[src/rtl/pipeline_pkg.sv]
// Shared types for the pipeline hazard controller: FSM state encoding,
// the per-stage stall/flush bundle and the canned bundles for each priority level.
package pipeline_pkg;

   typedef enum logic [1:0] {
      RUN      = 2'd0,
      MDU_WAIT = 2'd1,
      MEM_WAIT = 2'd2
   } hu_state_t;

   typedef struct packed {
      logic stall_F;
      logic stall_D;
      logic stall_E;
      logic stall_M;
      logic flush_D;
      logic flush_E;
      logic flush_M;
      logic flush_W;
   } stage_ctrl_t;

   localparam logic [4:0] REG_X0 = 5'd0;

   // Bit order follows the struct: stall F/D/E/M then flush D/E/M/W.
   localparam stage_ctrl_t CTRL_NONE     = 8'b0000_0000;
   localparam stage_ctrl_t CTRL_MEM      = 8'b1111_0001;
   localparam stage_ctrl_t CTRL_MDU      = 8'b1110_0010;
   localparam stage_ctrl_t CTRL_REDIRECT = 8'b0000_1100;
   localparam stage_ctrl_t CTRL_RAW      = 8'b1100_0100;

endpackage

[src/rtl/hu_sat_counter.sv]
// Saturating up-counter with asynchronous clear; holds at all-ones instead of wrapping.
module hu_sat_counter #(
   parameter int CNT_W = 32
) (
   input  logic             clk,
   input  logic             rst,
   input  logic             inc,
   output logic [CNT_W-1:0] cnt
);

   localparam logic [CNT_W-1:0] CNT_MAX = {CNT_W{1'b1}};
   localparam logic [CNT_W-1:0] CNT_ONE = CNT_W'(1'b1);

   // Count register: clears on reset, advances on inc until it reaches all-ones.
   always_ff @(posedge clk or posedge rst) begin
      if (rst) begin
         cnt <= '0;
      end else if (inc && (cnt != CNT_MAX)) begin
         cnt <= cnt + CNT_ONE;
      end else begin
         cnt <= cnt;
      end
   end

endmodule

[src/rtl/hu_stall_ctrl.sv]
// Hazard sequencing controller for a 5-stage RV32 pipeline: decides per cycle which
// stage registers freeze or get bubbles (load-use, redirect, MDU and data-memory waits).
module hu_stall_ctrl
   import pipeline_pkg::*;
#(
   parameter int FWD_EN = 1,
   parameter int CNT_W  = 32
) (
   input  logic             clk,
   input  logic             rst,
   input  logic [4:0]       Rs1_D,
   input  logic [4:0]       Rs2_D,
   input  logic             Rs1_used_D,
   input  logic             Rs2_used_D,
   input  logic [4:0]       Rd_E,
   input  logic             RegWrite_E,
   input  logic             MemRead_E,
   input  logic [4:0]       Rd_M,
   input  logic             RegWrite_M,
   input  logic [4:0]       Rd_W,
   input  logic             RegWrite_W,
   input  logic             redirect_E,
   input  logic             mdu_start_E,
   input  logic             mdu_done,
   input  logic             dmem_req_M,
   input  logic             dmem_ready_M,
   output logic             stall_F,
   output logic             stall_D,
   output logic             stall_E,
   output logic             stall_M,
   output logic             flush_D,
   output logic             flush_E,
   output logic             flush_M,
   output logic             flush_W,
   output logic             busy,
   output logic [CNT_W-1:0] stall_cnt,
   output logic [CNT_W-1:0] flush_cnt
);

   function automatic logic src_match(
      input logic [4:0] rs1,
      input logic       rs1_used,
      input logic [4:0] rs2,
      input logic       rs2_used,
      input logic [4:0] rd,
      input logic       wr
   );
      return wr && (rd != REG_X0) &&
             ((rs1_used && (rs1 == rd)) || (rs2_used && (rs2 == rd)));
   endfunction

   hu_state_t   state;
   hu_state_t   state_nxt;
   logic        pending;
   logic        pending_nxt;
   stage_ctrl_t ctrl;
   logic        redirect_win;

   logic match_e;
   logic match_m;
   logic match_w;
   logic lu;
   logic raw;
   logic memwait;
   logic mem_lvl;
   logic mdu_lvl;

   assign match_e = src_match(Rs1_D, Rs1_used_D, Rs2_D, Rs2_used_D, Rd_E, RegWrite_E);
   assign match_m = src_match(Rs1_D, Rs1_used_D, Rs2_D, Rs2_used_D, Rd_M, RegWrite_M);
   assign match_w = src_match(Rs1_D, Rs1_used_D, Rs2_D, Rs2_used_D, Rd_W, RegWrite_W);
   assign lu      = MemRead_E & match_e;
   assign memwait = dmem_req_M & ~dmem_ready_M;

   // Without forwarding every in-flight producer blocks D; with it only a load in E does.
   always_comb begin
      raw = 1'b0;
      if (FWD_EN != 0) begin
         raw = lu;
      end else begin
         raw = match_e | match_m | match_w;
      end
   end

   // A done pulse swallowed by a memory stall is remembered in pending and releases later.
   assign mem_lvl = memwait | ((state == MEM_WAIT) & ~dmem_ready_M);
   assign mdu_lvl = ((state == RUN) & mdu_start_E) |
                    ((state == MDU_WAIT) & ~mdu_done & ~pending);

   // Priority resolution of the stage control bundle; everything is quiet under reset.
   always_comb begin
      ctrl         = CTRL_NONE;
      redirect_win = 1'b0;
      if (rst) begin
         ctrl = CTRL_NONE;
      end else if (mem_lvl) begin
         ctrl = CTRL_MEM;
      end else if (mdu_lvl) begin
         ctrl = CTRL_MDU;
      end else if (redirect_E) begin
         ctrl         = CTRL_REDIRECT;
         redirect_win = 1'b1;
      end else if (raw) begin
         ctrl = CTRL_RAW;
      end else begin
         ctrl = CTRL_NONE;
      end
   end

   // Next-state and pending-done bookkeeping.
   always_comb begin
      state_nxt   = state;
      pending_nxt = pending;
      case (state)
         RUN: begin
            pending_nxt = 1'b0;
            if (memwait) begin
               state_nxt = MEM_WAIT;
            end else if (mdu_start_E) begin
               state_nxt = MDU_WAIT;
            end else begin
               state_nxt = RUN;
            end
         end
         MDU_WAIT: begin
            if (mem_lvl) begin
               state_nxt   = MDU_WAIT;
               pending_nxt = pending | mdu_done;
            end else if (mdu_done || pending) begin
               state_nxt   = RUN;
               pending_nxt = 1'b0;
            end else begin
               state_nxt = MDU_WAIT;
            end
         end
         MEM_WAIT: begin
            pending_nxt = 1'b0;
            if (dmem_ready_M) begin
               state_nxt = RUN;
            end else begin
               state_nxt = MEM_WAIT;
            end
         end
         default: begin
            state_nxt   = RUN;
            pending_nxt = 1'b0;
         end
      endcase
   end

   // State and pending-flag registers.
   always_ff @(posedge clk or posedge rst) begin
      if (rst) begin
         state   <= RUN;
         pending <= 1'b0;
      end else begin
         state   <= state_nxt;
         pending <= pending_nxt;
      end
   end

   assign stall_F = ctrl.stall_F;
   assign stall_D = ctrl.stall_D;
   assign stall_E = ctrl.stall_E;
   assign stall_M = ctrl.stall_M;
   assign flush_D = ctrl.flush_D;
   assign flush_E = ctrl.flush_E;
   assign flush_M = ctrl.flush_M;
   assign flush_W = ctrl.flush_W;
   assign busy    = ~rst & (state != RUN);

   hu_sat_counter #(.CNT_W(CNT_W)) u_stall_cnt (
      .clk (clk),
      .rst (rst),
      .inc (ctrl.stall_F),
      .cnt (stall_cnt)
   );

   hu_sat_counter #(.CNT_W(CNT_W)) u_flush_cnt (
      .clk (clk),
      .rst (rst),
      .inc (redirect_win),
      .cnt (flush_cnt)
   );

endmodule

[config.mk]
export PLATFORM = sky130hd
export DESIGN_NAME = hu_stall_ctrl
export DESIGN_NICKNAME = d
export VERILOG_FILES = /design/src/rtl/pipeline_pkg.sv /design/src/rtl/hu_sat_counter.sv /design/src/rtl/hu_stall_ctrl.sv
export SDC_FILE = /design/constraint.sdc
export NUM_CORES = 1
export LEC_CHECK = 0
export ABC_AREA = 1
export CAP_MARGIN = 10
export CORE_MARGIN = 4
export CORE_UTILIZATION = 28
export CTS_CLUSTER_DIAMETER = 80
export DETAILED_ROUTE_END_ITERATION = 7
export PLACE_DENSITY = 0.57
export SLEW_MARGIN = 20
export SYNTH_ARGS = -nofsm -noshare
export SYNTH_HDL_FRONTEND = slang
export SYNTH_HIERARCHICAL = 1
export SYNTH_SLANG_ARGS = --single-unit
[constraint.sdc]
create_clock -name clk -period 3.7 [get_ports clk]
set_input_delay 0.925 -clock clk [delete_from_list [all_inputs] [get_ports clk]]
set_output_delay 0.925 -clock clk [all_outputs]
set_load 0.01 [all_outputs]
==> impl_metrics.env, run 1 <==
export IMPL_synth_warnings=6
export IMPL_num_rows=48
export IMPL_route_vias_total=5047
export IMPL_intPower_mw=1.76
export IMPL_detail_route_antenna_nets=0
export IMPL_clock_tree_buffer_depth=2
export IMPL_post_synth_top_count_cell="sky130_fd_sc_hd__nand2_1"
export IMPL_timing_critical_path_cells="clkdlybuf4s50_1 > inv_2 > nand2_1 > nand2_2 > inv_2 > nand2_1 > nor2_2 > nand2_1 > inv_1 > clkdlybuf4s50_1"
export IMPL_core_area_um2=17400
export IMPL_grt_ovfl_total=0
export IMPL_worst_setup_path_start_kind="primary input"
export IMPL_cp_slowest_cell="sky130_fd_sc_hd__clkdlybuf4s50_1"
export IMPL_synth_edf_count=0
export IMPL_syn_nets=857
export IMPL_ys_seq_elements=67
export IMPL_htreeDepth=3
export IMPL_drt_pre_antenna_iters=4
export IMPL_synth_top_cells_by_area="sky130_fd_sc_hd__dfrtp_1, sky130_fd_sc_hd__nand2_1, sky130_fd_sc_hd__nor2_1, sky130_fd_sc_hd__inv_1, sky130_fd_sc_hd__nand3_1"
export IMPL_timing_setup_tns_ns=0
export IMPL_total_die_area_um2=20000
export IMPL_synthesized_cell_area_um2=4980
export IMPL_start_util_pct=28.7
export IMPL_combPwrFrac_pct=21.7
export IMPL_area_growth_syn_to_layout_pct=32.0
export IMPL_largest_net_degree_at_the_start_of_global_routing=33
export IMPL_outcome="finished clean"
export IMPL_num_antenna_cells=0
export IMPL_peakVddDrop_uv=219
export IMPL_clock_tree_from_tritoncts="yes"
export IMPL_grt_total_usage_pct=14.7
export IMPL_final_setup_viol_count=0
export IMPL_worst_endpoint_required_ns=2.77
export IMPL_totalPowerFinal_mw=2.48
export IMPL_die_width_um=141
export IMPL_power_clock_fraction_pct=43.9
export IMPL_cts_sinks=67
export IMPL_synth_common_cells="sky130_fd_sc_hd__nand2_1, sky130_fd_sc_hd__nor2_1, sky130_fd_sc_hd__inv_1"
export IMPL_power_leakage_nw=3.17
export IMPL_maxSlewViolCount=0
export IMPL_ys_types=27
export IMPL_netlist_area_leader_share_pct=33.7
export IMPL_clock_skew_final_ns=0.0102
export IMPL_grt_antenna_before_repair=0
export IMPL_relSlewSlack_pct=67.6
export IMPL_clk_transition_reported_paths_ns=0.06
export IMPL_setup_repair_after_global_routing_missed_its_margin="no"
export IMPL_drt_vias_per_instance=4.38
export IMPL_cp_max_fo=4
export IMPL_cts_root_buffer="sky130_fd_sc_hd__clkbuf_16"
export IMPL_maxCapViolations=0
export IMPL_first_global_vias=4769
export IMPL_routed_wirelength_um=14400
export IMPL_fmax_mhz=283
export IMPL_finalCritPeriodShare_pct=95.6
export IMPL_fin_worst_hold_slack_ns=0.509
export IMPL_cts_setup_buffers=0
export IMPL_netSwitchingPower_uw=722
export IMPL_layout_min_cycle_time_ns=3.54
export IMPL_number_of_drc_violations_after_detailed_routing_iteration_0=318
export IMPL_timing_setup_critical_path_class="primary input to output pin"
export IMPL_synth_top_cell_by_area="sky130_fd_sc_hd__dfrtp_1"
export IMPL_num_fill_cells=1881
export IMPL_worstSetupEndpointType="output pin"
export IMPL_power_per_cell_area_nw_per_um2=377
export IMPL_timing_worst_slew_pin_value_ns=0.486
export IMPL_seqPwrFrac_pct=34.4
export IMPL_syn_mean_instance_area_um2=6.10
export IMPL_holdCritPathClass="flip-flop to flip-flop"
export IMPL_fp_dieH_um=141
export IMPL_design_final_nets=961
export IMPL_critPathMaxStageDelay_ns=0.56
export IMPL_count_of_buffer_and_inverter_cells_on_the_critical_path=5
export IMPL_clk_insertion_delay_late_ns=0.34
export IMPL_place_gp_congestion=0.939
export IMPL_worst_path_dominant_cell_family="buffers and inverters"
export IMPL_asyncSetResetFlopFracSynth_pct=100
export IMPL_cp_arrival_ns=2.61
export IMPL_port_buffers=98
export IMPL_detailed_place_hpwl_um=11000
export IMPL_hold_viol=0
export IMPL_synth_sequential_area_ratio_pct=33.7
export IMPL_synthCells=817
export IMPL_critical_path_most_common_cell="sky130_fd_sc_hd__nand2_1"
export IMPL_route_detailed_wl_per_inst_um=12.5
export IMPL_pin_count=111
export IMPL_tritoncts_num_buffers=9
export IMPL_layout_drive_gt1_share_pct=7.34
export IMPL_synth_ff_type="sky130_fd_sc_hd__dfrtp_1"
export IMPL_drc_errors=0
export IMPL_first_pass_grt_wire_length_um=23800
export IMPL_swShare_pct=29.2
[flip-flops by register name, indices dropped and copies added (netlist names)]
register and cells:
state 2, u_stall_cnt/cnt 32, pending 1, u_flush_cnt/cnt 32
[through the flow]
stage	worst slack, ns	instance area (µm²)	utilization, %	cells
floorplan	1.07	4980	-	817
global placement	0.0390	6190	35.6	1135
detailed placement	0.0415	6190	35.6	1135
CTS	0.0311	6560	37.8	1151
global route	0.0148	6580	37.9	1151
finish	0.163	6580	37.9	1151
[final cells by class]
type	count	area, µm²	area share [%]
clock buffer	10	239	3.63
clock inverter	6	136	2.07
inverter	84	315	4.80
multi-input combinational	652	2850	43.4
sequential	67	1680	25.5
tap	225	282	4.28
timing repair buffer	107	1070	16.3
[metal layers]
layer,wire (µm),vias up,global-route usage [%]
met1,6440,2273,18.6
met3,661,18,3.20
met2,7130,89,25.5
li1,-,2667,-
met5,0,-,0
met4,206,0,3.89
[cell usage in the layout, fill, tap and decap left out, drive strengths merged, types with 4 or more instances in the layout]
cell	count
nor2	126
buf	9
nor3	4
xnor2	12
bufinv	4
clkdlybuf4s50	93
o21ai	10
xor2	12
dlymetal6s2s	5
nand2	436
nand3b	6
nand3	38
dfrtp	67
clkbuf	10
inv	84
[power groups by stage]
stage               clock, mW  combinational [mW]  sequential (mW)
global route             1.15               0.598            0.864
global placement            0               0.550            0.868
CTS                      1.12               0.555            0.856
detailed placement          0               0.554            0.868
floorplan                   0               0.323            0.870
finish                   1.09               0.537            0.853
[worst reg2reg max path, stage by stage, from the launching register on]
cell and delay, ns:
sky130_fd_sc_hd__dfrtp_1 0.40, sky130_fd_sc_hd__nand3_2 0.09, sky130_fd_sc_hd__nand2_2 0.08, sky130_fd_sc_hd__inv_2 0.06
sky130_fd_sc_hd__nand2_1 0.06, sky130_fd_sc_hd__nor2_2 0.12, sky130_fd_sc_hd__nand2_1 0.10, sky130_fd_sc_hd__inv_1 0.11
sky130_fd_sc_hd__buf_4 0.15, sky130_fd_sc_hd__inv_1 0.07, sky130_fd_sc_hd__a21oi_2 0.38, sky130_fd_sc_hd__buf_4 0.28
sky130_fd_sc_hd__nand2_1 0.07, sky130_fd_sc_hd__nand2_1 0.06
[final timing paths]
kind                       depth (start not counted)          from                   to  slack, ns
setup / recovery                                  10  dmem_ready_M              flush_D       0.16
hold / removal                                     2       pending              pending       0.51
setup reg to reg                                  13      state[1]  u_flush_cnt/cnt[10]       1.59
hold reg to reg                                    2       pending              pending       0.51
max in group asynchronous                          4           rst   u_flush_cnt/cnt[6]       2.21
min in group asynchronous                          2           rst             state[1]       0.81
[cell families (layout without fill, tap and decap cells)]
family	after synthesis	in the layout	synth area share, %
AO/OA/AOI/OAI	13	13	1.38
adder cells (fa/ha/maj)	2	2	0.502
XOR/XNOR	24	24	4.22
AND/OR/NAND/NOR	613	613	51.0
buffers and inverters	98	207	9.24
flip-flops	67	67	33.7
[repair_timing]
| item | 4_1_cts | 5_1_grt |
|---|---|---|
| gates resized for setup | 0 | 5 |
| hold endpoints to repair | 0 | 0 |
| hold buffers | 0 | 0 |
| setup endpoints to repair | 0 | 2 |
(Power assumes the default switching activity.)
==> run 2, diff against run 1 <==
Settings changed: ABC_CLOCK_PERIOD_IN_PS set to 3700.
==> results of run 2 <==
The final DEF is identical to that of run 1; final timing and power are the same.
==> run 3, diff against run 2 <==
Settings changed: CTS_BUF_LIST set to sky130_fd_sc_hd__clkbuf_8, CTS_CLUSTER_DIAMETER 80 to 40, PLACE_DENSITY 0.57 to 0.58, SYNTH_HIERARCHICAL 1 to not set.
==> run 3 against run 2 <==
  * Design area is 9.0% lower
  * Via count decreased by 7.8%
  * Count of clock-buffer cells in the layout shrank 1
  * Global-route usage is 0.42 points higher
  * Synthesized cell count shrank 12%
  * Die area down 5.9%
  * Largest cell class unchanged
  * Highest routed layer unchanged
==> impl_metrics.env, run 3 <==
export IMPL_yosys_area_share_simple_pct=47.5
export IMPL_cts_sinks=67
export IMPL_timing_setup_critical_path_class="primary input to output pin"
export IMPL_area_sequential_um2=1680
export IMPL_clk_transition_reported_paths_ns=0.07
export IMPL_worst_endpoint_required_ns=2.77
export IMPL_design_final_nets=856
export IMPL_num_fill_cells=1723
export IMPL_maxCapViolations=0
export IMPL_timing_hold_worst_path_depth=1
export IMPL_tritoncts_num_buffers=9
export IMPL_routed_wirelength_um=13700
export IMPL_fp_dieH_um=137
export IMPL_drc_errors=0
export IMPL_synth_top_cell_by_area="sky130_fd_sc_hd__dfrtp_1"
export IMPL_intPower_mw=1.22
export IMPL_htreeDepth=3
export IMPL_cts_hold_fix_buffers=0
export IMPL_route_detailed_wl_per_inst_um=13.3
export IMPL_worstHoldStart="state[0]"
export IMPL_first_pass_grt_wire_length_um=22300
export IMPL_synth_ff_type="sky130_fd_sc_hd__dfrtp_1"
export IMPL_layout_min_cycle_time_ns=3.53
export IMPL_rr_worst_depth=9
export IMPL_clock_tree_buffer_depth=2
export IMPL_synth_warnings=0
export IMPL_synthesized_cell_area_um2=4670
export IMPL_cts_root_buffer="sky130_fd_sc_hd__clkbuf_8"
export IMPL_reg2reg_setup_slack_ns=1.39
export IMPL_place_gp_congestion=0.900
export IMPL_total_die_area_um2=18800
export IMPL_finalCritPeriodShare_pct=95.5
export IMPL_peakVddDrop_uv=247
export IMPL_syn_nets=760
export IMPL_worst_setup_path_start_kind="primary input"
export IMPL_pin_count=111
export IMPL_ys_seq_elements=67
export IMPL_start_util_pct=29.0
export IMPL_synth_adder_area_share_pct=0.536
export IMPL_asyncSetResetFlopFracSynth_pct=100
export IMPL_area_growth_syn_to_layout_pct=28.2
export IMPL_commonest_non_fill_non_tap_cells_in_the_layout="sky130_fd_sc_hd__nand2_1, sky130_fd_sc_hd__clkdlybuf4s50_1, sky130_fd_sc_hd__nor2_1, sky130_fd_sc_hd__dfrtp_1, sky130_fd_sc_hd__inv_1"
export IMPL_num_rows=46
export IMPL_maxSlewViolCount=0
export IMPL_die_width_um=137
export IMPL_largest_net_degree_at_the_start_of_global_routing=36
export IMPL_power_leakage_nw=2.88
export IMPL_grt_antenna_before_repair=0
export IMPL_hold_viol=0
export IMPL_multiInputGateArea_um2=2640
export IMPL_netlist_area_leader_share_pct=35.9
export IMPL_power_per_cell_area_nw_per_um2=314
export IMPL_route_vias_total=4655
export IMPL_cp_max_fo=4
export IMPL_clk_insertion_delay_late_ns=0.37
export IMPL_clock_skew_final_ns=0.00675
export IMPL_clock_tree_from_tritoncts="yes"
export IMPL_detail_route_antenna_nets=0
export IMPL_power_clock_fraction_pct=26.7
export IMPL_outcome="finished clean"
export IMPL_grt_total_usage_pct=15.1
export IMPL_cp_arrival_ns=2.61
export IMPL_fraction_of_the_mapped_netlist_area_in_compound_gates_pct=1.23
export IMPL_layout_drive_gt1_share_pct=3.79
export IMPL_detailed_place_hpwl_um=10300
export IMPL_hold_end="state[1]"
export IMPL_worstSetupEndpointType="output pin"
export IMPL_worstReg2RegStart="u_stall_cnt.cnt[0]"
export IMPL_fmax_mhz=283
export IMPL_synth_sequential_area_ratio_pct=35.9
export IMPL_timing_worst_slew_pin_value_ns=0.540
export IMPL_drt_pre_antenna_iters=4
export IMPL_synth_top_cells_by_area="sky130_fd_sc_hd__dfrtp_1, sky130_fd_sc_hd__nand2_1, sky130_fd_sc_hd__nor2_1, sky130_fd_sc_hd__nand3_1, sky130_fd_sc_hd__xor2_1"
export IMPL_drt_vias_per_instance=4.51
export IMPL_holdCritPathClass="flip-flop to flip-flop"
export IMPL_relSlewSlack_pct=63.7
export IMPL_setup_repair_after_global_routing_missed_its_margin="no"
export IMPL_timing_setup_tns_ns=0
export IMPL_synth_edf_count=0
export IMPL_syn_mean_instance_area_um2=6.49
export IMPL_combPwrFrac_pct=27.2
export IMPL_final_instance_count_excl_fill=1033
export IMPL_netSwitchingPower_uw=654
export IMPL_first_global_vias=4434
export IMPL_synthCells=720
export IMPL_final_setup_viol_count=0
export IMPL_grt_ovfl_total=0
export IMPL_largest_registers="u_flush_cnt.cnt (32), u_stall_cnt.cnt (32), state (2)"
export IMPL_swShare_pct=34.8
export IMPL_seqPwrFrac_pct=46.2
export IMPL_core_area_um2=16100
export IMPL_synth_xor_area_share_pct=7.31
export IMPL_number_of_drc_violations_after_detailed_routing_iteration_0=274
export IMPL_synth_common_cells="sky130_fd_sc_hd__nand2_1, sky130_fd_sc_hd__nor2_1, sky130_fd_sc_hd__dfrtp_1"
export IMPL_layout_commonest_cell="sky130_fd_sc_hd__nand2_1"
export IMPL_dominant_combinational_cell_family_by_area_after_synthesis="simple AND/OR/NAND/NOR gates"
export IMPL_worst_r2r_endpoint="u_stall_cnt.cnt[4]"
export IMPL_ys_types=29
export IMPL_placed_cells_incl_taps=1021
export IMPL_port_buffers=98
export IMPL_num_antenna_cells=0
export IMPL_synthMuxAreaShare_pct=0
export IMPL_post_synth_top_count_cell="sky130_fd_sc_hd__nand2_1"
[run 3: cell types whose count changed in the layout (fill, tap and decap cells not counted), moves of 9 or more]
cell | previous run | this run
sky130_fd_sc_hd__nor2_2 | 12 | 3
sky130_fd_sc_hd__nor3_1 | 4 | 27
sky130_fd_sc_hd__xor2_1 | 12 | 31
sky130_fd_sc_hd__nand3b_1 | 4 | 15
sky130_fd_sc_hd__clkbuf_16 | 9 | 0
sky130_fd_sc_hd__inv_1 | 75 | 61
sky130_fd_sc_hd__nand3_1 | 37 | 57
sky130_fd_sc_hd__nand2_1 | 424 | 321
sky130_fd_sc_hd__nor2_1 | 110 | 79
[run 3: worst max-delay path by stage]
stage	slack, ns	startpoint	end
2_1_floorplan	0.01	rst	stall_F
3_3_place_gp	0.11	Rd_E[4]	stall_D
3_5_place_dp	0.09	Rd_E[4]	stall_D
4_1_cts	0.07	Rd_E[4]	stall_D
5_1_grt	0.04	dmem_ready_M	flush_D
6_report	0.17	dmem_ready_M	flush_D
[run 3: per-layer routing]
| layer | wire length (µm) | share of wire, % | track usage [%] |
|---|---|---|---|
| met5 | 0 | 0 | 0 |
| met4 | 183 | 1.3 | 3.71 |
| met3 | 712 | 5.2 | 4.34 |
| met2 | 6510 | 47 | 25.4 |
| met1 | 6320 | 46 | 19.2 |
[run 3: repair_timing]
| item | 4_1_cts | 5_1_grt |
|---|---|---|
| endpoints found under the setup margin | 0 | 3 |
| resized for setup | 0 | 3 |
| setup buffers | 0 | 0 |
[run 3: logic make-up (layout without fill, tap and decap cells)]
family,Yosys count,in the layout
AO/OA/AOI/OAI,11,11
XOR/XNOR,39,39
adder cells (fa/ha/maj),2,2
buffers and inverters,79,176
flip-flops,67,67
AND/OR/NAND/NOR,522,522
[run 3: power groups by stage]
stage	Clock (mW)	Combinational, mW	Sequential (mW)
after floorplan	0	0.295	0.880
after global placement	0	0.514	0.882
after detailed placement	0	0.520	0.879
after CTS	0.525	0.522	0.867
after global routing	0.561	0.572	0.877
final	0.501	0.510	0.867
[run 3: stage by stage]
stage	total power, mW	cell area (µm²)	worst slack (ns)	util, %	hold WS (ns)
3_5_place_dp	1.40	5840	0.0868	36.3	0.483
4_1_cts	1.91	5980	0.0732	37.1	0.482
3_3_place_gp	1.40	5840	0.106	36.3	0.481
2_1_floorplan	1.17	4670	0.0102	-	0.454
6_report	1.88	5990	0.168	37.1	0.479
5_1_grt	2.01	5990	0.0382	37.1	0.518
[run 3: cell type report]
class | count | share of cell area (%)
Clock inverter | 3 | 0.209
Multi-Input combinational cell | 574 | 44.2
Inverter | 61 | 3.89
Sequential cell | 67 | 28.0
Clock buffer | 9 | 2.07
Tap cell | 216 | 4.52
Timing Repair Buffer | 103 | 17.1
[run 3: worst max-delay path, cell delays in order]
cell	delay [ns]
sky130_fd_sc_hd__clkdlybuf4s50_1	0.45
sky130_fd_sc_hd__inv_1	0.05
sky130_fd_sc_hd__nand2_1	0.11
sky130_fd_sc_hd__nand2_1	0.12
sky130_fd_sc_hd__inv_1	0.09
sky130_fd_sc_hd__nand4_1	0.14
sky130_fd_sc_hd__nor2_2	0.15
sky130_fd_sc_hd__clkdlybuf4s50_1	0.58
